$ cat src/rtl/pic_pkg.sv
// pic_pkg: shared types and constants for the particle-in-cell engine.
package pic_pkg;
   localparam int BWIDTH        = 16;
   localparam int PSIZE         = 64;
   localparam int DEF_ADDRWIDTH = 12;
   localparam int DEF_ITERW     = 32;
   typedef enum logic [2:0] {S_IDLE, S_CLEAR, S_DEPOSIT, S_SOLVE, S_PUSH} seq_state_t;
endpackage

$ cat src/rtl/pic_rd_arb.sv
// pic_rd_arb: forwards a UI read strobe to a grid memory, parking it in a
// one-entry pending slot while the engine owns that memory.
module pic_rd_arb #(
   parameter int AW = 12
) (
   input  logic          clk,
   input  logic          rst_n,
   input  logic          i_block,
   input  logic          i_rd,
   input  logic [AW-1:0] i_addr,
   output logic          o_rd,
   output logic [AW-1:0] o_addr
);
   logic          r_pend;
   logic [AW-1:0] r_paddr;
   logic          r_rd;
   logic [AW-1:0] r_addr;
   logic          w_fire;

   assign w_fire = !i_block && (i_rd || r_pend);
   assign o_rd   = r_rd;
   assign o_addr = r_addr;

   always_ff @(posedge clk or negedge rst_n) begin
      if (!rst_n) begin
         r_pend  <= 1'b0;
         r_paddr <= '0;
         r_rd    <= 1'b0;
         r_addr  <= '0;
      end else begin
         r_rd   <= w_fire;
         // a fresh request beats the parked one when both are present
         if (w_fire) r_addr <= i_rd ? i_addr : r_paddr;
         r_pend <= i_block ? (r_pend || i_rd) : 1'b0;
         if (i_block && i_rd) r_paddr <= i_addr;
      end
   end
endmodule

$ cat src/rtl/pic_seq_ctrl.sv
// pic_seq_ctrl: runs CLEAR/DEPOSIT/SOLVE/PUSH iterations with a per-phase
// watchdog and arbitrates UI charge/phi reads against the active phase.
module pic_seq_ctrl
   import pic_pkg::*;
#(
   parameter int ITERW     = DEF_ITERW,
   parameter int ADDRWIDTH = DEF_ADDRWIDTH,
   parameter int TIMEOUT   = 2**20
) (
   input  logic                 clk,
   input  logic                 rst_n,
   input  logic                 go_wr,
   input  logic [ITERW-1:0]     go_data,
   output logic                 dep_start,
   output logic                 slv_start,
   output logic                 push_start,
   input  logic                 dep_done,
   input  logic                 slv_done,
   input  logic                 push_done,
   output logic                 clr_wr,
   output logic [ADDRWIDTH-1:0] clr_addr,
   input  logic                 ui_chrg_rd,
   input  logic [ADDRWIDTH-1:0] ui_chrg_addr,
   input  logic                 ui_phi_rd,
   input  logic [ADDRWIDTH-1:0] ui_phi_addr,
   output logic                 chrg_rd,
   output logic [ADDRWIDTH-1:0] chrg_addr,
   output logic                 phi_rd,
   output logic [ADDRWIDTH-1:0] phi_addr,
   output logic                 busy,
   output logic                 sim_done,
   output logic [ITERW-1:0]     iter_cnt,
   output logic                 timeout_err
);
   seq_state_t           r_state, w_next;
   logic                 r_first;
   logic [ADDRWIDTH-1:0] r_clr_addr;
   logic [ITERW-1:0]     r_target, r_iter, w_iter_nx;
   logic [31:0]          r_wd;
   logic                 r_timeout, r_sim_done;
   logic                 w_phase, w_done, w_adv, w_wd_hit, w_go, w_last;

   always_comb begin
      w_phase   = r_state inside {S_DEPOSIT, S_SOLVE, S_PUSH};
      w_done    = (r_state == S_DEPOSIT && dep_done) || (r_state == S_SOLVE && slv_done) ||
                  (r_state == S_PUSH && push_done);
      // done in the entry cycle belongs to a stale handshake and is ignored
      w_adv     = w_phase && !r_first && w_done;
      w_wd_hit  = (TIMEOUT != 0) && w_phase && !w_adv && r_wd == 32'(TIMEOUT - 1);
      w_go      = r_state == S_IDLE && go_wr;
      w_iter_nx = r_iter + ITERW'(1);
      w_last    = r_state == S_PUSH && w_adv && w_iter_nx == r_target;
      w_next    = r_state;
      case (r_state)
         S_IDLE:    w_next = (w_go && go_data != '0) ? S_CLEAR : S_IDLE;
         S_CLEAR:   w_next = (r_clr_addr == '1) ? S_DEPOSIT : S_CLEAR;
         S_DEPOSIT: w_next = w_adv ? S_SOLVE : S_DEPOSIT;
         S_SOLVE:   w_next = w_adv ? S_PUSH : S_SOLVE;
         S_PUSH:    w_next = w_adv ? (w_last ? S_IDLE : S_CLEAR) : S_PUSH;
         default:   w_next = S_IDLE;
      endcase
      if (w_wd_hit) w_next = S_IDLE;
      dep_start   = r_state == S_DEPOSIT && r_first;
      slv_start   = r_state == S_SOLVE && r_first;
      push_start  = r_state == S_PUSH && r_first;
      clr_wr      = r_state == S_CLEAR;
      clr_addr    = r_clr_addr;
      busy        = r_state != S_IDLE;
      sim_done    = r_sim_done;
      iter_cnt    = r_iter;
      timeout_err = r_timeout;
   end

   always_ff @(posedge clk or negedge rst_n) begin
      if (!rst_n) begin
         r_state    <= S_IDLE;
         r_first    <= 1'b0;
         r_clr_addr <= '0;
         r_target   <= '0;
         r_iter     <= '0;
         r_wd       <= '0;
         r_timeout  <= 1'b0;
         r_sim_done <= 1'b0;
      end else begin
         r_state    <= w_next;
         r_first    <= w_next != r_state;
         r_clr_addr <= (r_state == S_CLEAR) ? r_clr_addr + ADDRWIDTH'(1) : '0;
         r_wd       <= (w_next != r_state) ? '0 : r_wd + 32'd1;
         r_sim_done <= (w_go && go_data == '0) || w_last;
         if (w_go && go_data != '0) begin
            r_target  <= go_data;
            r_iter    <= '0;
            r_timeout <= 1'b0;
         end
         if (r_state == S_PUSH && w_adv) r_iter <= w_iter_nx;
         if (w_wd_hit) r_timeout <= 1'b1;
      end
   end

   pic_rd_arb #(.AW(ADDRWIDTH)) u_chrg_arb (
      .clk    (clk),
      .rst_n  (rst_n),
      .i_block(r_state == S_CLEAR || r_state == S_DEPOSIT),
      .i_rd   (ui_chrg_rd),
      .i_addr (ui_chrg_addr),
      .o_rd   (chrg_rd),
      .o_addr (chrg_addr)
   );

   pic_rd_arb #(.AW(ADDRWIDTH)) u_phi_arb (
      .clk    (clk),
      .rst_n  (rst_n),
      .i_block(r_state == S_SOLVE),
      .i_rd   (ui_phi_rd),
      .i_addr (ui_phi_addr),
      .o_rd   (phi_rd),
      .o_addr (phi_addr)
   );
endmodule
$ cat config.mk
export PLATFORM = sky130hd
export DESIGN_NAME = pic_seq_ctrl
export DESIGN_NICKNAME = d
export VERILOG_FILES = /design/src/rtl/pic_pkg.sv /design/src/rtl/pic_rd_arb.sv /design/src/rtl/pic_seq_ctrl.sv
export SDC_FILE = /design/constraint.sdc
export NUM_CORES = 1
export LEC_CHECK = 0
export ABC_CLOCK_PERIOD_IN_PS = 7600
export CELL_PAD_IN_SITES_DETAIL_PLACEMENT = 2
export CELL_PAD_IN_SITES_GLOBAL_PLACEMENT = 2
export CORE_MARGIN = 2
export CORE_UTILIZATION = 38
export CTS_BUF_LIST = sky130_fd_sc_hd__clkbuf_8
export DETAILED_ROUTE_END_ITERATION = 6
export MAX_ROUTING_LAYER = met4
export PLACE_DENSITY_LB_ADDON = 0.1
export SLEW_MARGIN = 20
export SYNTH_ARGS = -nofsm -noshare
export SYNTH_HDL_FRONTEND = slang
export SYNTH_SLANG_ARGS = --single-unit
$ cat constraint.sdc
create_clock -name clk -period 7.6 [get_ports clk]
set_input_delay 1.14 -clock clk [delete_from_list [all_inputs] [get_ports clk]]
set_output_delay 1.14 -clock clk [all_outputs]
set_load 0.02 [all_outputs]
Word-level counts from Yosys, hierarchy flattened --
Index checks and enable logic that the tools add are counted.
Storage, ports and cells: latch bits 0, memory bits (writable) 0, memories kept 0, register bits 166, bits of input ports 64, output and inout port bits 77, word-level logic and storage cells 81, bits in read-only memories 0
Operators by class: shifts and indexed selects 0, div/mod/pow operators 0, reductions and logical operators 36, muxes and demuxes 18, bitwise logic cells 0, add/subtract/negate cells 3, eq/ne operators 8, $lt $le $gt $ge 0, multipliers 0
Operator list (count):
- $mux 32 | 3
- $add 32x1->32 const B | 2
- $mux 12 | 3
- $eq 32x20->1 const B | 1
- $eq 32x32->1 | 1
- $logic_not 32->1 | 1
- $reduce_bool 32->1 | 1
- $logic_and 1x1->1 | 19
- $pmux 3 s5 | 1
- $add 12x1->12 const B | 1
- $eq 12x12->1 const B | 1
- $mux 3 | 3
- $mux 1 | 7
- $eq 3x2->1 const B | 2
- $logic_or 1x1->1 | 6
- $reduce_bool 3->1 | 2
- $logic_not 1->1 | 4
- $reduce_bool 2->1 | 2
- $eq 3x1->1 const B | 1
- $eq 3x3->1 const B | 1
- $logic_not 3->1 | 1
- $ne 3x3->1 | 1
- $mux 2 | 1

Depth between registers and ports, before layout --
Gate-level depths: netlist (run 1).
depth in word-level cells 13, mapped depth 10, depth with buffers taken out 8

Cells and area by module --
From an unflattened synthesis (run 1), not the netlist that was laid out.
Unflattened totals: cells, all modules 872, area total of the unflattened synthesis 8648.3 sq um
Modules (own cells, without submodules):
- pic_seq_ctrl | times used 1, area each 6406.1 sq um, cells each 696, sequential area each 2852.7 sq um
- pic_rd_arb | times used 2, area each 1121.1 sq um, cells each 88, sequential area each 650.6 sq um

Worst setup path before layout (run 1) --
No wires, ideal clock.
path kind input-to-reg, start point input port go_data[26], end point register r_state[0], setup slack 4.716 ns, stages on the path 8, arrival 2.757 ns, setup time 0.126 ns, required time 7.474 ns, path buffers 1, cells stage by stage nor4_1 -> nand2_1 -> nor4_1 -> nand3b_1 -> clkbuf_1 -> o2111ai_1 -> nor4_1 -> nor2_1
Between the ends: cells in the longest elaborated chain, start to end 5
RTL lines:
- start, declared | RTL line pic_seq_ctrl.sv:13 | input logic [ITERW-1:0] go_data,
- $reduce_bool 32->1 | RTL line pic_seq_ctrl.sv:55 | S_IDLE: w_next = (w_go && go_data != '0) ? S_CLEAR : S_IDLE;
- $logic_and 1x1->1 | RTL line pic_seq_ctrl.sv:55
- $mux 1 | RTL line pic_seq_ctrl.sv:55
- $pmux 3 s5 | RTL line pic_seq_ctrl.sv:54 | case (r_state)
- $mux 3 | RTL line pic_seq_ctrl.sv:62 | if (w_wd_hit) w_next = S_IDLE;
- net w_next[0] | RTL line pic_seq_ctrl.sv:35 | seq_state_t r_state, w_next;
- end signal, assigned | RTL line pic_seq_ctrl.sv:85 | r_state <= w_next;
- end, declared | RTL line pic_seq_ctrl.sv:35
The timed path passes the listed nets, and every way through them passes these cells. A chain may end at the register's enable or synchronous reset.

Worst setup path in the final report (run 1) --
start point register r_state[2], end point output port dep_start
Between the ends: cells in the longest elaborated chain, start to end 2
RTL lines:
- $eq 3x2->1 | RTL line pic_seq_ctrl.sv:63 | dep_start = r_state == S_DEPOSIT && r_first;
- $logic_and 1x1->1 | RTL line pic_seq_ctrl.sv:63
- end, declared | RTL line pic_seq_ctrl.sv:14 | output logic dep_start,
No other way between the ends.

==> results of run 1 <==
-- per-layer routing --
metal | GRT usage | part of all wire | up-vias
met4 | 0.0710 | 0.022 | 0
met1 | 0.295 | 0.43 | 3658
li1 | - | - | 3254
met3 | 0.0454 | 0.031 | 47
met5 | - | 0 | -
met2 | 0.433 | 0.52 | 129
-- synth_stat cells (3+ instances only) --
master	number
a211oi_1	4
a21o_1	4
a21oi_1	25
a31oi_1	5
a32oi_1	3
and2_1	12
and3_1	27
and4_1	12
buf_1	3
buf_2	8
clkbuf_1	31
clkbuf_2	3
clkbuf_8	6
dfrtp_1	166
ha_1	3
inv_1	16
mux2_2	59
mux2i_1	25
nand2_1	60
nand3_1	26
nand4_1	21
nor2_1	94
nor2b_1	5
nor3_1	10
nor4_1	20
o2111ai_1	3
o211ai_1	3
o21ai_0	54
o31ai_1	18
o41ai_1	5
or3_1	3
xnor2_1	42
xor2_1	47
-- worst max path at each step --
stage           startpoint            to  slack [ps]  cells past startpoint
2_1_floorplan  go_data[26]    r_state[0]        4720                      8
3_3_place_gp   go_data[17]  iter_cnt[27]        3040                      9
3_5_place_dp   go_data[17]  iter_cnt[20]        2790                      9
4_1_cts        go_data[25]   iter_cnt[2]        3240                      9
5_1_grt         r_state[2]     dep_start        3340                      4
6_report        r_state[2]     dep_start        3550                      4
-- worst max-delay path, delay by kind of cell (launching register included) --
| kind | cells | cell delay, ps |
|---|---|---|
| flip-flops | 1 | 580 |
| AND/OR/NAND/NOR | 2 | 990 |
| buffers and inverters | 2 | 880 |
-- report_power, final --
part	internal [mW]	total, mW	switching (mW)
Clock	0.248	0.651	0.403
Sequential	0.895	0.902	0.00731
Combinational	0.0550	0.109	0.0538
-- registers in the layout (all words and copies together), names as in the netlist --
| register | cells |
|---|---|
| iter_cnt | 32 |
| r_target | 32 |
| r_wd | 32 |
| clr_addr | 12 |
| u_chrg_arb.o_addr | 12 |
| u_chrg_arb.r_paddr | 12 |
| u_phi_arb.o_addr | 12 |
| u_phi_arb.r_paddr | 12 |
| r_state | 3 |
| r_first | 1 |
| sim_done | 1 |
| timeout_err | 1 |
| u_chrg_arb.o_rd | 1 |
| u_chrg_arb.r_pend | 1 |
| u_phi_arb.o_rd | 1 |
| u_phi_arb.r_pend | 1 |
-- logic make-up after synthesis --
logic type,count (synthesis),share of synthesized area
adder cells (fa/ha/maj),3,0.00432
flip-flops,166,0.479
XOR/XNOR,89,0.0898
AO/OA/AOI/OAI,139,0.100
AND/OR/NAND/NOR,308,0.182
multiplexers,84,0.105
buffers and inverters,68,0.0392
-- metrics by stage --
stage | hold slack, ps | instances | setup WS [ps]
floorplan | 455 | 857 | 4720
global placement | 462 | 1235 | 3040
detailed placement | 479 | 1235 | 2790
CTS | 506 | 1267 | 3240
global route | 518 | 1268 | 3340
finish | 504 | 1268 | 3550
-- area by class of cell --
type	count	area, µm²
sequential	166	4150
clock inverter	15	159
fill	2352	11900
timing repair buffer	145	1440
multi-input combinational	623	4210
inverter	16	60.1
antenna	1	2.50
clock buffer	17	234
tap	285	357
==> out/results.ini, run 1 <==
[clock_tree]
postCtsResizedCells=0
post_cts_buffers=0
cts_root_buf=clkbuf_8
clkTransAtPathRegs_ps=100
cts.sinks=166
cts_tree=yes
htree_num_levels=4
max-clock-path-buffers=2
cts_buffers=17
hold_buffers=0
clk_latency_ps=480

[critical_path]
rr_endpoint=iter_cnt[2]
path_class=flop to output pin
reg2reg_depth=8
max_stage_delay_ps=710
r2r_start=r_state[2]
crit_path_start_kind=flop
critPathCaptureType=output pin
crit_arrival_ps=2910
cpMaxStageDelayCell=nor2b_1
r2r_slack_ps=3980
cp_cell_sequence=nor2b_1 -> inv_1 -> nor3_1 -> clkdlybuf4s50_1
critical_path.max_fanout=17
cp.required_ps=6460

[floorplanning]
die-area_um2=24100
pin_count=141
die_h_um=155
start_util=0.386
row_count=55
die_w_um=155
core_um2=22500

[logic_synthesis]
synth.area.top_cells=dfrtp_1 (48%), mux2_2 (7.7%), xor2_1 (4.7%)
ys_types=63
syn-num-nets=924
synth_cells=857
ys_warn_count=0
synth_top_area_cell=dfrtp_1
ys_seq_elements=166
synth_edf_count=0
ys_seq_area_frac=0.479
synth_area_um2=8680
synthFlopType=dfrtp_1
synth_top_area_share=0.479
synthArstFlopShare=1.00
avgSynthCellArea_um2=10.1

[grt]
grt_pass1_wl_mm=45.5
grt_pass1_vias=8165
grt_use_total=0.249
overflow=0
grt_max_degree=99
antenna_found_initial=1

[final_layout]
num-nets-final=1036
drive_above_1_share=0.114
finish.instance_area_um2=10600
layout_common_cells=dfrtp_1 (166), clkdlybuf4s50_1 (139), nor2_1 (94), nand2_1 (60), mux2_2 (59)
final_util=0.472
mostFrequentLayoutCell=dfrtp_1
area_delta_synth_final_pct=22.2

[placed_design]
placed_cell_area_um2=10200
place_congestion=0.856
hpwlAfterDp_mm=19.9
portBuffers=140

[job]
drv_cap=0

[timing]
slew_headroom=0.319
clock_skew_ps=20.2
hold_viol_final=0
finalCritPeriodShare=0.532
tns_ps=0
rsz0062_at_grt=no
maxSlewViolCount=0
fmax_mhz=247
fin_crit_ps=4050
setup_viol=0
tightest_slew_ps=1020

[hold_path]
min_path_cells=1
min_from=timeout_err
hold_class=flop to flop
min_to=timeout_err

[pwr]
p_leak_nw=4.67
cellPowerDensity_nw_per_um2=157
vdd_drop_max_v=0.0000810
p_total_mw=1.66

[detailed_routing]
vias_per_cell=5.59
routedWlPerCell_um=22.0
first_pass_iters=4
drtIter0Drc=341
ant_nets=0
wl_mm=27.8
drc=0
via_count=7088

[run_status]
outcome=finished, final reports clean

(Power assumes the default switching activity.)
==> inputs of run 2 (changes only) <==
--- a/config.mk
+++ b/config.mk
@@ -5,11 +5,11 @@
 export SDC_FILE = /design/constraint.sdc
 export NUM_CORES = 1
 export LEC_CHECK = 0
-export ABC_CLOCK_PERIOD_IN_PS = 7600
+export ABC_CLOCK_PERIOD_IN_PS = 4200
 export CELL_PAD_IN_SITES_DETAIL_PLACEMENT = 2
 export CELL_PAD_IN_SITES_GLOBAL_PLACEMENT = 2
 export CORE_MARGIN = 2
-export CORE_UTILIZATION = 38
+export CORE_UTILIZATION = 35
 export CTS_BUF_LIST = sky130_fd_sc_hd__clkbuf_8
 export DETAILED_ROUTE_END_ITERATION = 6
 export MAX_ROUTING_LAYER = met4
==> constraint.sdc (replaced) <==
create_clock -name clk -period 4.2 [get_ports clk]
set_input_delay 0.63 -clock clk [delete_from_list [all_inputs] [get_ports clk]]
set_output_delay 0.63 -clock clk [all_outputs]
set_load 0.02 [all_outputs]
==> run 2 against run 1 <==
  * Combinational power rose by 83%
  * Clock skew shrank 3.0 ps
  * Total power is 84% higher
  * Final cell count is 4.0% higher
  * Utilization down 2.9 points
  * First-iteration DRC count is 22% lower
  * Clock power is 87% higher
  * Critical endpoint unchanged
  * Critical path type unchanged
  * Sequential share of layout area down 0.55 points
  * Sequential cell count stayed put
==> out/results.ini, run 2 (same netlist as run 1, synthesis figures left out) <==
[floorplanning]
die_h_um=161  ; +4.1%
pin_count=141  ; unchanged
die_w_um=161  ; +4.1%
core_um2=24300  ; +8.1%
row_count=57  ; +3.6%
start_util=0.357  ; -0.0288
die-area_um2=26100  ; +8.3%

[run_status]
outcome=finished, final reports clean

[clock_tree]
max-clock-path-buffers=2  ; unchanged
htree_num_levels=4  ; unchanged
cts.sinks=166  ; unchanged
cts_tree=yes
post_cts_buffers=0  ; unchanged
cts_root_buf=clkbuf_8
clk_latency_ps=470  ; about the same
hold_buffers=0  ; unchanged
postCtsResizedCells=0  ; unchanged
clkTransAtPathRegs_ps=100  ; about the same
cts_buffers=17  ; unchanged

[final_layout]
layout_common_cells=dfrtp_1 (166), clkdlybuf4s50_1 (139), nor2_1 (94), nand2_1 (60), mux2_2 (59)
mostFrequentLayoutCell=dfrtp_1
num-nets-final=1048  ; +1.2%
area_delta_synth_final_pct=24.0
drive_above_1_share=0.124  ; +0.00969
finish.instance_area_um2=10800  ; +1.4%
fill_cells=2584  ; +9.9%

[placed_design]
placed_cell_area_um2=10300  ; +1.4%
dpl_worst_slack_ps=1000  ; -1790 ps
place_congestion=0.809  ; -5.5%
portBuffers=140  ; unchanged
hpwlAfterDp_mm=19.2  ; -3.4%

[detailed_routing]
ant_nets=0  ; unchanged
drc=0  ; unchanged
vias_per_cell=5.29  ; -5.3%
wl_mm=26.5  ; -4.9%
via_count=6981  ; -1.5%
drtIter0Drc=267  ; -22%
first_pass_iters=4  ; unchanged
routedWlPerCell_um=20.1  ; -8.5%

[pwr]
p_sw_mw=0.825  ; +78%
p_leak_nw=4.74  ; +1.5%
p_clk_frac=0.400  ; +0.009
p_comb_frac=0.065  ; about the same
vdd_drop_max_v=0.000191  ; +140%
p_seq_frac=0.534  ; -0.009
p_int_mw=2.23  ; +86%
cellPowerDensity_nw_per_um2=284  ; +81%
sw_frac_of_total=0.270  ; -0.00891
p_total_mw=3.05  ; +84%

[critical_path]
max_stage_delay_ps=690  ; -20 ps
critPathBufInv=2  ; unchanged
crit_family=simple AND/OR/NAND/NOR gates
path_class=flop to output pin
crit_path_start_kind=flop
critPathCaptureType=output pin
critical_path.max_fanout=17  ; unchanged
crit_arrival_ps=2850  ; -60 ps
cp.required_ps=3570  ; -2890 ps
cp_cell_sequence=nor2b_1 -> inv_1 -> nor3_1 -> clkdlybuf4s50_1
cpMaxStageDelayCell=clkdlybuf4s50_1

[timing]
tightest_slew_ps=815  ; -202 ps
setup_ws_ps=724  ; -2830 ps
hold_viol_final=0  ; unchanged
rsz0062_at_grt=no
fmax_mhz=288
holdWs_ps=197  ; -308 ps
slew_headroom=0.443  ; +0.123
maxSlewViolCount=0  ; unchanged
clock_skew_ps=17.3  ; -2.96 ps
finalCritPeriodShare=0.828
setup_viol=0  ; unchanged
fin_crit_ps=3480
tns_ps=0  ; unchanged

[grt]
grt_max_degree=83  ; -16%
grt_use_total=0.217  ; -0.0311
grt_pass1_vias=7683  ; -5.9%
grt_pass1_wl_mm=43.3  ; -4.8%
antenna_found_initial=1  ; unchanged
overflow=0  ; unchanged

[hold_path]
hold_class=primary input to async pin

[job]
drv_cap=0  ; unchanged

-- run 2: changes by cell type in the layout (fill, tap and decap cells not counted) --
cell	change
a21oi_2	+1
a21oi_4	-1
and2_0	+1
and2_2	-1
buf_4	+12
bufinv_16	+1
clkinvlp_4	-1
inv_6	+1
inv_8	-1
-- run 2: worst paths after layout --
check	from	cells past startpoint	to	slack, ps
worst max-delay path	r_state[2]	4	dep_start	720
max in group asynchronous	rst_n	2	r_wd[11]	3060
worst max register to register	iter_cnt[0]	8	r_state[0]	1160
worst min-delay path	rst_n	1	iter_cnt[8]	200
worst min register to register	u_chrg_arb.o_addr[7]	2	u_chrg_arb.o_addr[7]	490
min in group clk	u_chrg_arb.o_addr[7]	2	u_chrg_arb.o_addr[7]	490
-- run 2: power groups by stage --
stage	Combinational, mW	Sequential, mW	Clock (mW)
floorplan	0.0474	1.68	0
global placement	0.202	1.66	0
detailed placement	0.206	1.66	0
CTS	0.207	1.63	1.27
global route	0.219	1.63	1.34
finish	0.200	1.63	1.22
-- run 2: cell type report --
class                   count  area, µm²  share of cell area
clock inverters            15        179              0.0166
flip-flops and latches    166       4150               0.386
diodes                      1       2.50            0.000233
repair buffers            157       1530               0.142
multi-input cells         623       4200               0.390
clock buffers              17        234              0.0217
well taps                 324        405              0.0377
inverters                  16       60.1             0.00558
-- run 2: per-stage QoR --
stage / cells / utilization
floorplan: 857 / -
global placement: 1286 / 0.425
detailed placement: 1286 / 0.425
CTS: 1318 / 0.442
global route: 1319 / 0.443
finish: 1319 / 0.443
-- run 2: routing by layer --
| metal | GRT usage | vias to the layer above | share of wire |
|---|---|---|---|
| li1 | - | 3294 | - |
| met1 | 0.283 | 3554 | 0.47 |
| met2 | 0.352 | 112 | 0.48 |
| met3 | 0.0421 | 21 | 0.035 |
| met4 | 0.0511 | 0 | 0.015 |
| met5 | - | - | 0 |
==> inputs of run 3 (changes only) <==
--- a/config.mk
+++ b/config.mk
@@ -5,11 +5,11 @@
 export SDC_FILE = /design/constraint.sdc
 export NUM_CORES = 1
 export LEC_CHECK = 0
-export ABC_CLOCK_PERIOD_IN_PS = 4200
+export ABC_CLOCK_PERIOD_IN_PS = 2800
 export CELL_PAD_IN_SITES_DETAIL_PLACEMENT = 2
 export CELL_PAD_IN_SITES_GLOBAL_PLACEMENT = 2
 export CORE_MARGIN = 2
-export CORE_UTILIZATION = 35
+export CORE_UTILIZATION = 32
 export CTS_BUF_LIST = sky130_fd_sc_hd__clkbuf_8
 export DETAILED_ROUTE_END_ITERATION = 6
 export MAX_ROUTING_LAYER = met4
==> constraint.sdc (replaced) <==
create_clock -name clk -period 2.8 [get_ports clk]
set_input_delay 0.42 -clock clk [delete_from_list [all_inputs] [get_ports clk]]
set_output_delay 0.42 -clock clk [all_outputs]
set_load 0.02 [all_outputs]
==> run 3 against run 2 <==
  * Final cell count up 5.6%
  * Combinational power up 53%
  * Wire length up 3.7%
  * Hold slack better by 290 ps
  * Setup slack worse by 590 ps
  * Count of clock-buffer cells in the layout up 1
  * Utilization down 2.2 points
  * Clock power up 44%
  * Global-route usage down 0.94 points
  * Via count up 3.2%
  * First-iteration DRC count down 16%
  * Critical path type is now flop to flop
  * Largest power group unchanged
==> out/results.ini, run 3 (same netlist as run 1, synthesis figures left out) <==
[placed_design]
place_congestion=0.843  ; +4.2%
hpwlAfterDp_mm=20.4  ; +6.6%
portBuffers=140  ; unchanged

[critical_path]
crit_family=simple AND/OR/NAND/NOR gates
worst-path-stages=8  ; +4
crit_path_start_kind=flop
path_class=flop to flop
max_stage_delay_ps=520  ; -170 ps
reg2reg_depth=8  ; unchanged
cpMaxStageDelayCell=or4_4
critPathBufInv=0  ; -2
critPathCaptureType=flop
cp_cell_sequence=ha_2 -> nand3_4 -> or3_1 -> or4_4 -> a221oi_2 -> nand4bb_1 -> nor4_2 -> nor2_1
critical_path.max_fanout=2  ; -15
crit_arrival_ps=3010  ; +160 ps
cp.required_ps=3140  ; -430 ps

[pwr]
p_total_mw=4.51  ; +48%
cellPowerDensity_nw_per_um2=400  ; +41%
vdd_drop_max_v=0.000224  ; +17%
p_leak_nw=5.05  ; +6.6%

[detailed_routing]
first_pass_iters=4  ; unchanged
drc=0  ; unchanged
routedWlPerCell_um=19.7  ; -1.8%
wl_mm=27.5  ; +3.7%
vias_per_cell=5.17  ; -2.3%
ant_nets=0  ; unchanged
drtIter0Drc=224  ; -16%
via_count=7204  ; +3.2%

[floorplanning]
pin_count=141  ; unchanged
die_w_um=169  ; +4.5%
row_count=60  ; +5.3%
die_h_um=169  ; +4.5%
start_util=0.324  ; -0.0330
core_um2=26800  ; +10%
die-area_um2=28500  ; +9.1%

[clock_tree]
clk_latency_ps=470  ; about the same
cts_buffers=17  ; unchanged
cts_tree=yes
cts.sinks=166  ; unchanged
htree_num_levels=4  ; unchanged
max-clock-path-buffers=2  ; unchanged
clkTransAtPathRegs_ps=100  ; about the same
cts_root_buf=clkbuf_8

[timing]
maxSlewViolCount=0  ; unchanged
setup_viol=0  ; unchanged
slew_headroom=0.567  ; +0.124
fin_crit_ps=2670
hold_viol_final=0  ; unchanged
finalCritPeriodShare=0.954
clock_skew_ps=20.6  ; +3.36 ps
fmax_mhz=375
tightest_slew_ps=648  ; -167 ps

[grt]
grt_pass1_wl_mm=45.0  ; +3.8%
overflow=0  ; unchanged
antenna_found_initial=3  ; +2
grt_use_total=0.208  ; -0.00941
grt_max_degree=58  ; -30%
grt_pass1_vias=7896  ; +2.8%

[job]
drv_cap=0  ; unchanged

[hold_path]
hold_class=primary input to async pin

[final_layout]
drive_above_1_share=0.176  ; +0.0526
mostFrequentLayoutCell=dfrtp_1
area_delta_synth_final_pct=29.9
num-nets-final=1103  ; +5.2%
final_util=0.421  ; -0.0217
layout_common_cells=dfrtp_1 (164), clkdlybuf4s50_1 (138), nor2_1 (94), buf_4 (67), nand2_1 (60)

[run_status]
outcome=finished, final reports clean

[run 3: report_power, final]
group / internal [mW] / switching (mW) / leakage [nW]
sequential: 2.43 / 0.0171 / 2.21
combinational: 0.158 / 0.148 / 2.63
clock: 0.696 / 1.07 / 0.205
[run 3: timing repair]
| action | 4_1_cts | 5_1_grt |
|---|---|---|
| cloned | 0 | 0 |
| hold endpoints to repair | 52 | 0 |
| pin swaps | 0 | 0 |
| endpoints found under the setup margin | 2 | 2 |
| buffers inserted | 0 | 0 |
| hold buffers | 1 | 0 |
| resized for setup | 2 | 6 |
[run 3: final timing paths]
kind / start / endpoint / slack (ps)
worst max-delay path: iter_cnt[0] / r_state[0] / 130
worst min-delay path: rst_n / iter_cnt[6] / 490
worst max register to register: iter_cnt[0] / r_state[0] / 130
worst min register to register: u_chrg_arb.o_addr[1] / u_chrg_arb.o_addr[1] / 490
max in group asynchronous: rst_n / r_state[0] / 1500
min in group clk: u_chrg_arb.o_addr[1] / u_chrg_arb.o_addr[1] / 490
[run 3: layer usage]
metal,vias up,global-route usage,share of wire,wire [µm]
met5,-,-,0,0
met4,0,0.0450,0.013,350
met3,18,0.0369,0.031,853
met2,95,0.339,0.49,13400
met1,3691,0.272,0.47,12900
li1,3400,-,-,-
[run 3: final cells by class]
type                            instances  area [µm²]
Fill cell                            2906       15500
Multi-Input combinational cell        623        4220
Sequential cell                       166        4160
Timing Repair Buffer                  212        2000
Tap cell                              341         427
Clock buffer                           18         248
Clock inverter                         14         159
Inverter                               16        60.1
Antenna cell                            3        7.51
[run 3: metrics by stage]
step / std cells / instance area (µm²) / TNS, ps / hold WS (ps) / setup slack (ps)
after detailed placement: 1357 / 10800 / -67.7 / 432 / -67.7
after floorplan: 857 / 8680 / 0 / 124 / 25.7
after global placement: 1357 / 10800 / 0 / 435 / 0.677
after global routing: 1393 / 11300 / -0.439 / 502 / -0.439
final: 1393 / 11300 / 0 / 487 / 130
after CTS: 1390 / 11200 / 0 / 481 / 15.2
==> RTL edit, RTL diff (flow settings as in run 2) <==
Change the package constant `DEF_ITERW` from 32 to 64.
--- a/src/rtl/pic_pkg.sv
+++ b/src/rtl/pic_pkg.sv
@@ -5,3 +5,3 @@
    localparam int DEF_ADDRWIDTH = 12;
-   localparam int DEF_ITERW     = 32;
+   localparam int DEF_ITERW     = 64;
    typedef enum logic [2:0] {S_IDLE, S_CLEAR, S_DEPOSIT, S_SOLVE, S_PUSH} seq_state_t;
Ports: changed (resized go_data and iter_cnt); port bits go from 141 to 205. No check against the original RTL was run, so the function may have changed too.
==> RTL edit against run 2 <==
- the run now ends with hold timing left
- routed wire length increased by 90%
- total power rose by 120%
- register-to-register slack worse by 830 ps
- sequential cell count grew 64
- synthesized area is 50% higher
- critical path depth up 6
- hold slack got worse by 200 ps
- core utilization is 0.94 points higher
- sequential share of layout area down 3.8 points
- non-clock buffer count up 92
- largest power group unchanged
- critical path type is now register to register
- synthesized cell count is 56% higher
- setup slack lost 400 ps
- final area rose by 54%
==> RTL edit: results (changes against run 2) <==
===========================================================================
Result of the run                                              finished, violations left
Failing checks                                                  hold timing
Net count of the finished layout                                       1643   +57%
Global-route usage over all layers                                    26.9%   +5.1 points
Cell types with the highest counts after synthesis             sky130_fd_sc_hd__dfrtp_1 (230), sky130_fd_sc_hd__nor2_1 (129), sky130_fd_sc_hd__o21ai_0 (104), sky130_fd_sc_hd__nand2_1 (100), sky130_fd_sc_hd__mux2_2 (90)
Met1 wire length                                                   22400 um   +81%
Clk buf depth                                                             3   +1
Highest net fanout along the worst path                                   8   -9
Met3 layer usage reported by global route                             4.45%   +0.24 points
Layout cells sized above 1                                            15.3%   +2.9 points
Met2 layer usage reported by global route                             43.0%   +7.7 points
Origin of the worst setup path                                  iter_cnt[0]
Worst slack, placed                                                  462 ps   -537 ps
Hold Violations, Final                                                    1   +1
Post-synthesis instance total                                          1334   +56%
Top achievable clock speed                                        0.258 GHz   -10%
Library cells used by synthesis                                          77   +22%
Reg-to-reg slack, setup                                              330 ps   -830 ps
Antenna cell count                                                        0   -1
Wire length of the first global-routing pass                       77600 um   +79%
Sum of met2 wire segment lengths after detailed routing            23800 um   +86%
Global placement routability congestion                               0.942   +16%
Maximum number of pins on one net before global-route repair             84   +1.2%
Number of nets produced by synthesis                                   1433   +55%
Cell types occupying the most area after synthesis             sky130_fd_sc_hd__dfrtp_1 (44%), sky130_fd_sc_hd__mux2_2 (7.8%), sky130_fd_sc_hd__xnor2_1 (5.1%)
Critical Path Max Stage Delay                                        480 ps   -210 ps
Worst Skew                                                          36.1 ps   +18.9 ps
Met3 wire len                                                       2440 um   +160%
Htree depth                                                               2   -2
Peak supply drop                                                   0.216 mV   +13%
Total wire length after detailed routing                           50300 um   +90%
Vias in the first global route                                        12800   +66%
Hold slack final                                                   -7.72 ps   -204 ps
===========================================================================
-- RTL edit: how the worst max path moves through the flow --
stage,to,cells past startpoint
floorplan,r_state[0],10
global placement,r_state[0],10
detailed placement,r_state[0],10
CTS,r_state[0],10
global route,r_state[0],10
finish,r_state[0],10
-- RTL edit: logic make-up (layout without fill, tap and decap cells) --
| kind of cell | Yosys count | count (layout) | share of synthesized area [%] |
|---|---|---|---|
| compound gates | 225 | 225 | 10.6 |
| simple gates | 523 | 523 | 22.4 |
| mux | 118 | 118 | 9.93 |
| fa+ha+maj | 3 | 3 | 0.288 |
| flops | 230 | 230 | 44.2 |
| xor+xnor | 135 | 135 | 9.08 |
| buf+inv | 100 | 341 | 3.55 |
-- RTL edit: power by group --
| part | internal (mW) | switching, mW | total (mW) |
|---|---|---|---|
| clock network | 1.21 | 1.03 | 2.24 |
| logic | 0.773 | 0.770 | 1.54 |
| registers | 2.57 | 0.354 | 2.93 |
-- RTL edit: stage by stage --
stage / area (um2) / utilization (%) / instances / hold WS [ps] / power [mW]
final: 16500 / 45.2 / 2043 / -7.72 / 6.71
after global routing: 16500 / 45.2 / 2043 / 63.8 / 7.06
after global placement: 15700 / 42.8 / 1965 / 463 / 4.44
after detailed placement: 15700 / 42.8 / 1965 / 478 / 4.51
after floorplan: 13000 / - / 1334 / 334 / 3.76
after CTS: 16500 / 45.2 / 2043 / 33.0 / 6.81
-- RTL edit: layout make-up --
class | count | area, um2
multi-input cells | 1004 | 6830
well taps | 468 | 586
fillers | 3910 | 20100
clock inverters | 21 | 93.8
flip-flops and latches | 230 | 5760
clock buffers | 57 | 785
inverters | 14 | 52.6
repair buffers | 249 | 2450
